`config.mk`:
```
export PLATFORM = sky130hd
export DESIGN_NAME = uart_tx_ctrl
export DESIGN_NICKNAME = d
export VERILOG_FILES = /design/src/rtl/uart_tx_pkg.sv /design/src/rtl/uart_tx_bit_cnt.sv /design/src/rtl/uart_tx_ctrl.sv
export SDC_FILE = /design/constraint.sdc
export NUM_CORES = 1
export LEC_CHECK = 0
export CORE_MARGIN = 8
export CORE_UTILIZATION = 35
export DETAILED_ROUTE_END_ITERATION = 12
export GPL_ROUTABILITY_DRIVEN = 0
export SYNTH_ARGS = -nofsm -noshare
export SYNTH_HDL_FRONTEND = slang
export SYNTH_HIERARCHICAL = 1
export SYNTH_SLANG_ARGS = --single-unit
```
`constraint.sdc`:
```
create_clock -name CLK -period 1.7 [get_ports CLK]
set_input_delay 0.17 -clock CLK [delete_from_list [all_inputs] [get_ports CLK]]
set_output_delay 0.17 -clock CLK [all_outputs]
set_load 0.05 [all_outputs]
```
`src/rtl/uart_tx_pkg.sv`:
```
// Shared encodings for the UART TX datapath: output-mux selects and the
// frame sequencer state codes.
package uart_tx_pkg;

   localparam logic [1:0] MUX_START  = 2'b00;
   localparam logic [1:0] MUX_SERIAL = 2'b01;
   localparam logic [1:0] MUX_PARITY = 2'b10;
   localparam logic [1:0] MUX_STOP   = 2'b11;

   // Three bits leave codes 5..7 unused; those fall back to IDLE.
   typedef logic [2:0] state_t;

   localparam state_t ST_IDLE   = 3'd0;
   localparam state_t ST_START  = 3'd1;
   localparam state_t ST_DATA   = 3'd2;
   localparam state_t ST_PARITY = 3'd3;
   localparam state_t ST_STOP   = 3'd4;

endpackage

```
`src/rtl/uart_tx_bit_cnt.sv`:
```
// Data-bit counter: clear wins over enable, terminal flag at DATA_WIDTH-1.
// Returns to zero after the terminal count, so it never exceeds DATA_WIDTH-1.
module uart_tx_bit_cnt #(
   parameter int DATA_WIDTH = 8,
   parameter int CNT_WIDTH  = $clog2(DATA_WIDTH)
) (
   input  logic CLK,
   input  logic RST,
   input  logic i_clr,
   input  logic i_en,
   output logic o_tc
);

   localparam logic [CNT_WIDTH-1:0] TC_VAL = CNT_WIDTH'(DATA_WIDTH - 1);

   logic [CNT_WIDTH-1:0] r_cnt;

   always_ff @(posedge CLK or negedge RST) begin
      if (!RST)
         r_cnt <= '0;
      else if (i_clr)
         r_cnt <= '0;
      else if (i_en)
         r_cnt <= (r_cnt == TC_VAL) ? '0 : r_cnt + 1'b1;
   end

   assign o_tc = (r_cnt == TC_VAL);

endmodule

```
`src/rtl/uart_tx_ctrl.sv`:
```
// UART TX frame sequencer: start, DATA_WIDTH data bits LSB first,
// optional parity, stop. One clock cycle per bit time.
module uart_tx_ctrl
   import uart_tx_pkg::*;
#(
   parameter int DATA_WIDTH = 8,
   parameter int CNT_WIDTH  = $clog2(DATA_WIDTH)
) (
   input  logic       CLK,
   input  logic       RST,
   input  logic       data_valid,
   input  logic       par_en,
   input  logic       par_typ,
   output logic       ser_load,
   output logic       ser_en,
   output logic       par_typ_q,
   output logic [1:0] mux_sel,
   output logic       busy
);

   state_t r_state;
   state_t w_next;
   logic   r_ser_load;
   logic   r_par_en;
   logic   r_par_typ;
   logic   w_accept;
   logic   w_tc;

   // New characters are taken only while idle or on the stop bit.
   assign w_accept = ((r_state == ST_IDLE) || (r_state == ST_STOP)) && data_valid;

   uart_tx_bit_cnt #(
      .DATA_WIDTH (DATA_WIDTH),
      .CNT_WIDTH  (CNT_WIDTH)
   ) u_bit_cnt (
      .CLK   (CLK),
      .RST   (RST),
      .i_clr (r_state == ST_START),
      .i_en  (r_state == ST_DATA),
      .o_tc  (w_tc)
   );

   always_ff @(posedge CLK or negedge RST) begin
      if (!RST) begin
         r_state    <= ST_IDLE;
         r_ser_load <= 1'b0;
         r_par_en   <= 1'b0;
         r_par_typ  <= 1'b0;
      end else begin
         r_state    <= w_next;
         r_ser_load <= w_accept;
         if (w_accept) begin
            r_par_en  <= par_en;
            r_par_typ <= par_typ;
         end
      end
   end

   always_comb begin
      w_next = ST_IDLE;
      case (r_state)
         ST_IDLE:   w_next = data_valid ? ST_START : ST_IDLE;
         ST_START:  w_next = ST_DATA;
         ST_DATA:   w_next = w_tc ? (r_par_en ? ST_PARITY : ST_STOP) : ST_DATA;
         ST_PARITY: w_next = ST_STOP;
         ST_STOP:   w_next = data_valid ? ST_START : ST_IDLE;
         default:   w_next = ST_IDLE;
      endcase
   end

   always_comb begin
      mux_sel = MUX_STOP;
      busy    = 1'b0;
      ser_en  = 1'b0;
      case (r_state)
         ST_START: begin
            mux_sel = MUX_START;
            busy    = 1'b1;
         end
         ST_DATA: begin
            mux_sel = MUX_SERIAL;
            busy    = 1'b1;
            ser_en  = 1'b1;
         end
         ST_PARITY: begin
            mux_sel = MUX_PARITY;
            busy    = 1'b1;
         end
         ST_STOP: begin
            mux_sel = MUX_STOP;
            busy    = 1'b1;
         end
         default: begin
            mux_sel = MUX_STOP;
            busy    = 1'b0;
         end
      endcase
   end

   assign ser_load  = r_ser_load;
   assign par_typ_q = r_par_typ;

endmodule

```
### Word level (Yosys, flattened, before mapping)

Index checks and enable logic that the tools add are counted.
W data, S select, Z words.

| storage, ports and cells | value |
|---|---|
| output and inout bits | 6 |
| bits of input ports | 5 |
| word-level logic and storage cells | 27 |
| register bits | 9 |

| cells by class | value |
|---|---|
| add/subtract/negate cells | 1 |
| reductions and logical operators | 6 |
| eq/ne operators | 5 |
| muxes and demuxes | 10 |

Operator list:

| kind | number |
|---|---|
| $mux W3 | 5 |
| $pmux W3 S4 | 1 |
| $eq A3 B2 Y1 const B | 2 |
| $eq A3 B3 Y1 const B | 2 |
| $pmux W2 S3 | 1 |
| $reduce_or A4 Y1 | 1 |
| $add A3 B1 Y3 const B | 1 |
| $eq A3 B1 Y1 const B | 1 |
| $logic_not A3 Y1 | 1 |
| $mux W1 | 3 |
| $reduce_bool A2 Y1 | 1 |
| $reduce_or A2 Y1 | 1 |
| $logic_and A1 B1 Y1 | 1 |
| $logic_or A1 B1 Y1 | 1 |

### Depth between registers and ports, before layout

| depth | value |
|---|---|
| depth in word-level cells | 4 |
| depth in mapped cells | 4 |
| mapped depth without buffers | 4 |

### Modules after synthesis

Netlist, hierarchy kept.

Modules (own cells, without submodules):

| module | times used | area each (um^2) | cells each | sequential area each (um^2) |
|---|---|---|---|---|
| uart_tx_ctrl | 1 | 302.8 | 25 | 150.1 |
| uart_tx_bit_cnt | 1 | 156.4 | 13 | 75.1 |

### Worst setup path before layout

No wires, ideal clock.

| timing | value |
|---|---|
| path type | reg-to-reg |
| start point | register r_state[2] |
| end point | register u_bit_cnt.r_cnt[0] |
| arrival time | 1.920 ns |
| setup slack | -0.293 ns |
| buffers on the path | 0 |
| library setup time | 0.073 ns |
| clock period less this slack | 1.993 ns |
| stages on the path, launching flop included | 5 |
| required time | 1.627 ns |
| path through | dfrtp_1 -> nand2b_1 -> nor2_1 -> or3b_1 -> a21oi_2 |

| on the way | value |
|---|---|
| cells in the longest elaborated chain, start to end | 2 |
| elaborated cells on any way between the ends | 4 |
| those cells by class | eq/ne (2); mux (1); reduce/logical (1) |

Ends and longest elaborated chain:

| element | line | RTL |
|---|---|---|
| from (decl) | uart_tx_ctrl.sv:21 | `state_t r_state;` |
| from (signal assigned) | uart_tx_ctrl.sv:50 | `r_state <= w_next;` |
| $eq A3 B1 Y1 or $eq A3 B2 Y1 (tied branches) | uart_tx_ctrl.sv:38, uart_tx_ctrl.sv:39 |  |
| $mux W3 or $reduce_bool A2 Y1 (tied branches) | - |  |
| to (signal assigned) | uart_tx_bit_cnt.sv:24 | `r_cnt <= (r_cnt == TC_VAL) ? '0 : r_cnt + 1'b1;` |
| to (decl) | uart_tx_bit_cnt.sv:16 | `logic [CNT_WIDTH-1:0] r_cnt;` |

Several ways; a longest one is shown, not always the timed one.
A chain may end at the register's enable or synchronous reset.

### Worst setup path after layout

| timing | value |
|---|---|
| start point | register r_par_typ, in the netlist par_typ_q |
| end point | output par_typ_q |

RTL lines:

| element | line | RTL |
|---|---|---|
| from (decl) | uart_tx_ctrl.sv:25 | `logic r_par_typ;` |
| from (signal assigned) | uart_tx_ctrl.sv:54 | `r_par_typ <= par_typ;` |
| to (decl) | uart_tx_ctrl.sv:16 | `output logic par_typ_q,` |

No word-level cell between the ends.

==> metrics.md <==
| Metric | Value |
|---|---|
| Placed cell count | `62` |
| Fmax achieved | `637.5 MHz` |
| Hpwl dp | `722.6 um` |
| Reg2reg end | `u_bit_cnt/r_cnt[0]$_DFFE_PN0P_` |
| Synth Cell Area | `459.2 um2` |
| Peak VDD IR | `743.5 uV` |
| First drt pass iteration count | `2` |
| Bufs and invs on worst path | `1` |
| Worst path max stage delay | `800 ps` |
| Critical-path top delay cell | `clkdlybuf4s50_1` |
| Final Cycle Share | `0.9227` |
| Yosys cell types | `19` |
| CP cell instances | `clkdlybuf4s50_1` |
| HP Class | `in -> async` |
| Routed Wire Length | `928 um` |
| Setup crit end | `par_typ_q` |
| Post-synth EDFFs | `0` |
| RSZ-0062 raised after global routing | `false` |
| Count leader, synth | `dfrtp_1` |
| # diodes | `0` |
| CTS tree | `done` |
| Post-synth ARST share | `1.000` |
| Die X-Extent | `52.22 um` |
| Vias in the first global route | `349` |
| Crit end category | `output pin` |
| Reg2reg start | `u_bit_cnt/r_cnt[0]$_DFFE_PN0P_` |
| Drt initial violations | `3` |
| Total global routing overflow | `0` |
| Util after Layout | `0.4862` |
| Root buffer cell | `clkbuf_4` |
| Vias post-DR | `324` |
| Drt via density | `4.909` |
| WHS | `208.4 ps` |
| Global-route wire length before repair | `1476 um` |
| PortBufs | `10` |
| R2R cell count | `4` |
| CP top delay family | `buffers and inverters` |
| Share of layout cells above drive strength 1 | `0.2745` |
| Worst path depth | `1` |
| Crit path launch type | `flop` |
| Slew @ Worst Pin | `507.9 ps` |
| Nets | `59` |
| DIE AREA | `2727 um2` |
| Core area | `1269 um2` |
| Register area | `226.5 um2` |
| Number of max-cap violations | `0` |
| DR WL/cell | `14.06 um` |
| Syn_area_per_cell | `12.08 um2` |
| Worst endpoint required time | `1530 ps` |
| Synth Flop Type | `dfrtp_1` |
| Arrival time at the worst endpoint | `1400 ps` |
| R2R Setup Slk | `240 ps` |
| Area Growth Syn to Fin | `34.33%` |
| Syn Nets | `45` |
| Kind of critical path | `reg -> out` |
| Run status | `completed` |
| I/O pin count | `11` |
| Setup bufs post-CTS | `0` |
| Antenna-violating nets left | `0` |
| TritonCTS Buffers | `3` |
| Fin. max-slew vios | `0` |
| Cell accounting for the most synthesized area | `dfrtp_1` |
| Clock Latency Late Sink | `260 ps` |
| Synth top cells by count | `9 x dfrtp_1, 5 x nand2b_1, 4 x nor2_1` |
| Area contributors post-synth | `dfrtp_1 49%, nand2b_1 6.8%, ha_1 5.4%` |
| # DRC | `0` |
| Min cycle time layout | `1569 ps` |
| Final setup skew | `1.198 ps` |
| Htree depth | `1` |
| P_leak | `0.2681 nW` |
| Mapped Cells | `38` |
| Total GRT Usage | `0.07719` |
| Area of the multi-input gates | `230.2 um2` |
| Crit path max fanout | `2` |
| Ys Warns | `6` |
| Area share of the largest cell type after synthesis | `0.4905` |
| Clock Sink Count | `9` |
| Largest net degree at the start of global routing | `10` |
| Setup TNS | `0 ps` |
| Final Non-Filler Cells | `66` |
| Cell row count | `13` |
| Setup violations, final | `0` |
| Critical Path Source | `par_typ_q$_DFFE_PN0P_` |
| FF+latch count, synth | `9` |
| PwrDens | `2189 nW/um2` |
| Initial Utilization | `0.3619` |
| Final Hold Viols | `0` |
| Sequential cell area fraction in the yosys report | `0.4905` |
| Clock Pin Slew Worst Setup and Hold Paths | `60 ps` |
| Initial antenna violation count | `0` |
| Die H | `52.22 um` |
| CTS max path bufs | `2` |
| FILL cells | `115` |
| Max_slew headroom | `0.6603` |
==> logic make-up after synthesis <==
logic type	share of synthesized area
AO/OA/AOI/OAI	0.09811
XOR/XNOR	0.01908
adder cells (fa/ha/maj)	0.05449
buffers and inverters	0.02452
flip-flops	0.4905
multiplexers	0.07084
AND/OR/NAND/NOR	0.2425
==> cells in the final DEF (no fill, tap or decap) <==
master / instances
dfrtp_1: 8
a21oi_1: 2
mux2i_1: 1
nand3b_1: 1
a21o_1: 1
or3b_1: 1
mux2_2: 2
o32ai_1: 1
clkbuf_1: 1
buf_12: 2
o21ba_2: 1
a21oi_2: 1
buf_4: 2
ha_1: 2
nor2b_1: 1
xnor2_1: 1
nand2b_1: 5
nor2_4: 1
or2b_1: 2
nand4b_1: 1
nor2_1: 3
clkbuf_4: 3
dfrtp_2: 1
nor3b_4: 1
clkdlybuf4s50_1: 6
==> power breakdown <==
part	total, mW	internal [mW]	switching, mW
Clock	0.165	0.0905	0.0746
Sequential	0.397	0.302	0.0953
Combinational	0.788	0.345	0.443
Total	1.35	0.737	0.613
==> what timing repair did <==
action	in CTS	in global routing
endpoints found under the hold margin	0	0
endpoints found under the setup margin	0	1
gates resized for setup	0	1
hold buffers	0	0
==> worst min path at each step <==
| stage | start | endpoint | slack, ps | cells after the start |
|---|---|---|---|---|
| after floorplan | RST | par_typ_q$_DFFE_PN0P_ | -130 | 0 |
| after global placement | RST | r_state[0]$_DFF_PN0_ | 490 | 1 |
| after detailed placement | RST | r_state[0]$_DFF_PN0_ | 490 | 1 |
| after CTS | RST | r_state[1]$_DFF_PN0_ | 210 | 1 |
| after global routing | RST | r_state[1]$_DFF_PN0_ | 210 | 1 |
| final | RST | r_state[1]$_DFF_PN0_ | 210 | 1 |
==> registers in the layout (all words and copies together), names as in the netlist <==
| name | cells |
|---|---|
| r_state | 3 |
| u_bit_cnt/r_cnt | 3 |
| par_typ_q | 1 |
| r_par_en | 1 |
| ser_load | 1 |
==> metal layers <==
metal	wire length [um]	GRT usage
met5	0	0
met4	0	0.06466
met3	39	0.03693
met2	556	0.1360
met1	332	0.06291
==> final cells by class <==
cell class	instances	area share
Sequential cell	9	0.3671
Clock buffer	4	0.04260
Timing Repair Buffer	10	0.1866
Multi-Input combinational cell	28	0.3732
Tap cell	15	0.03043
==> metrics by stage <==
stage               worst slack (ps)  cell area (um2)  power [mW]
CTS                            55.20            615.6       1.368
global placement               329.7            589.3       1.167
detailed placement             287.7            589.3       1.192
finish                         131.4            616.8       1.350
floorplan                      176.1            466.7      0.9159
global route                   71.62            616.8       1.439
(Power assumes the default switching activity.)
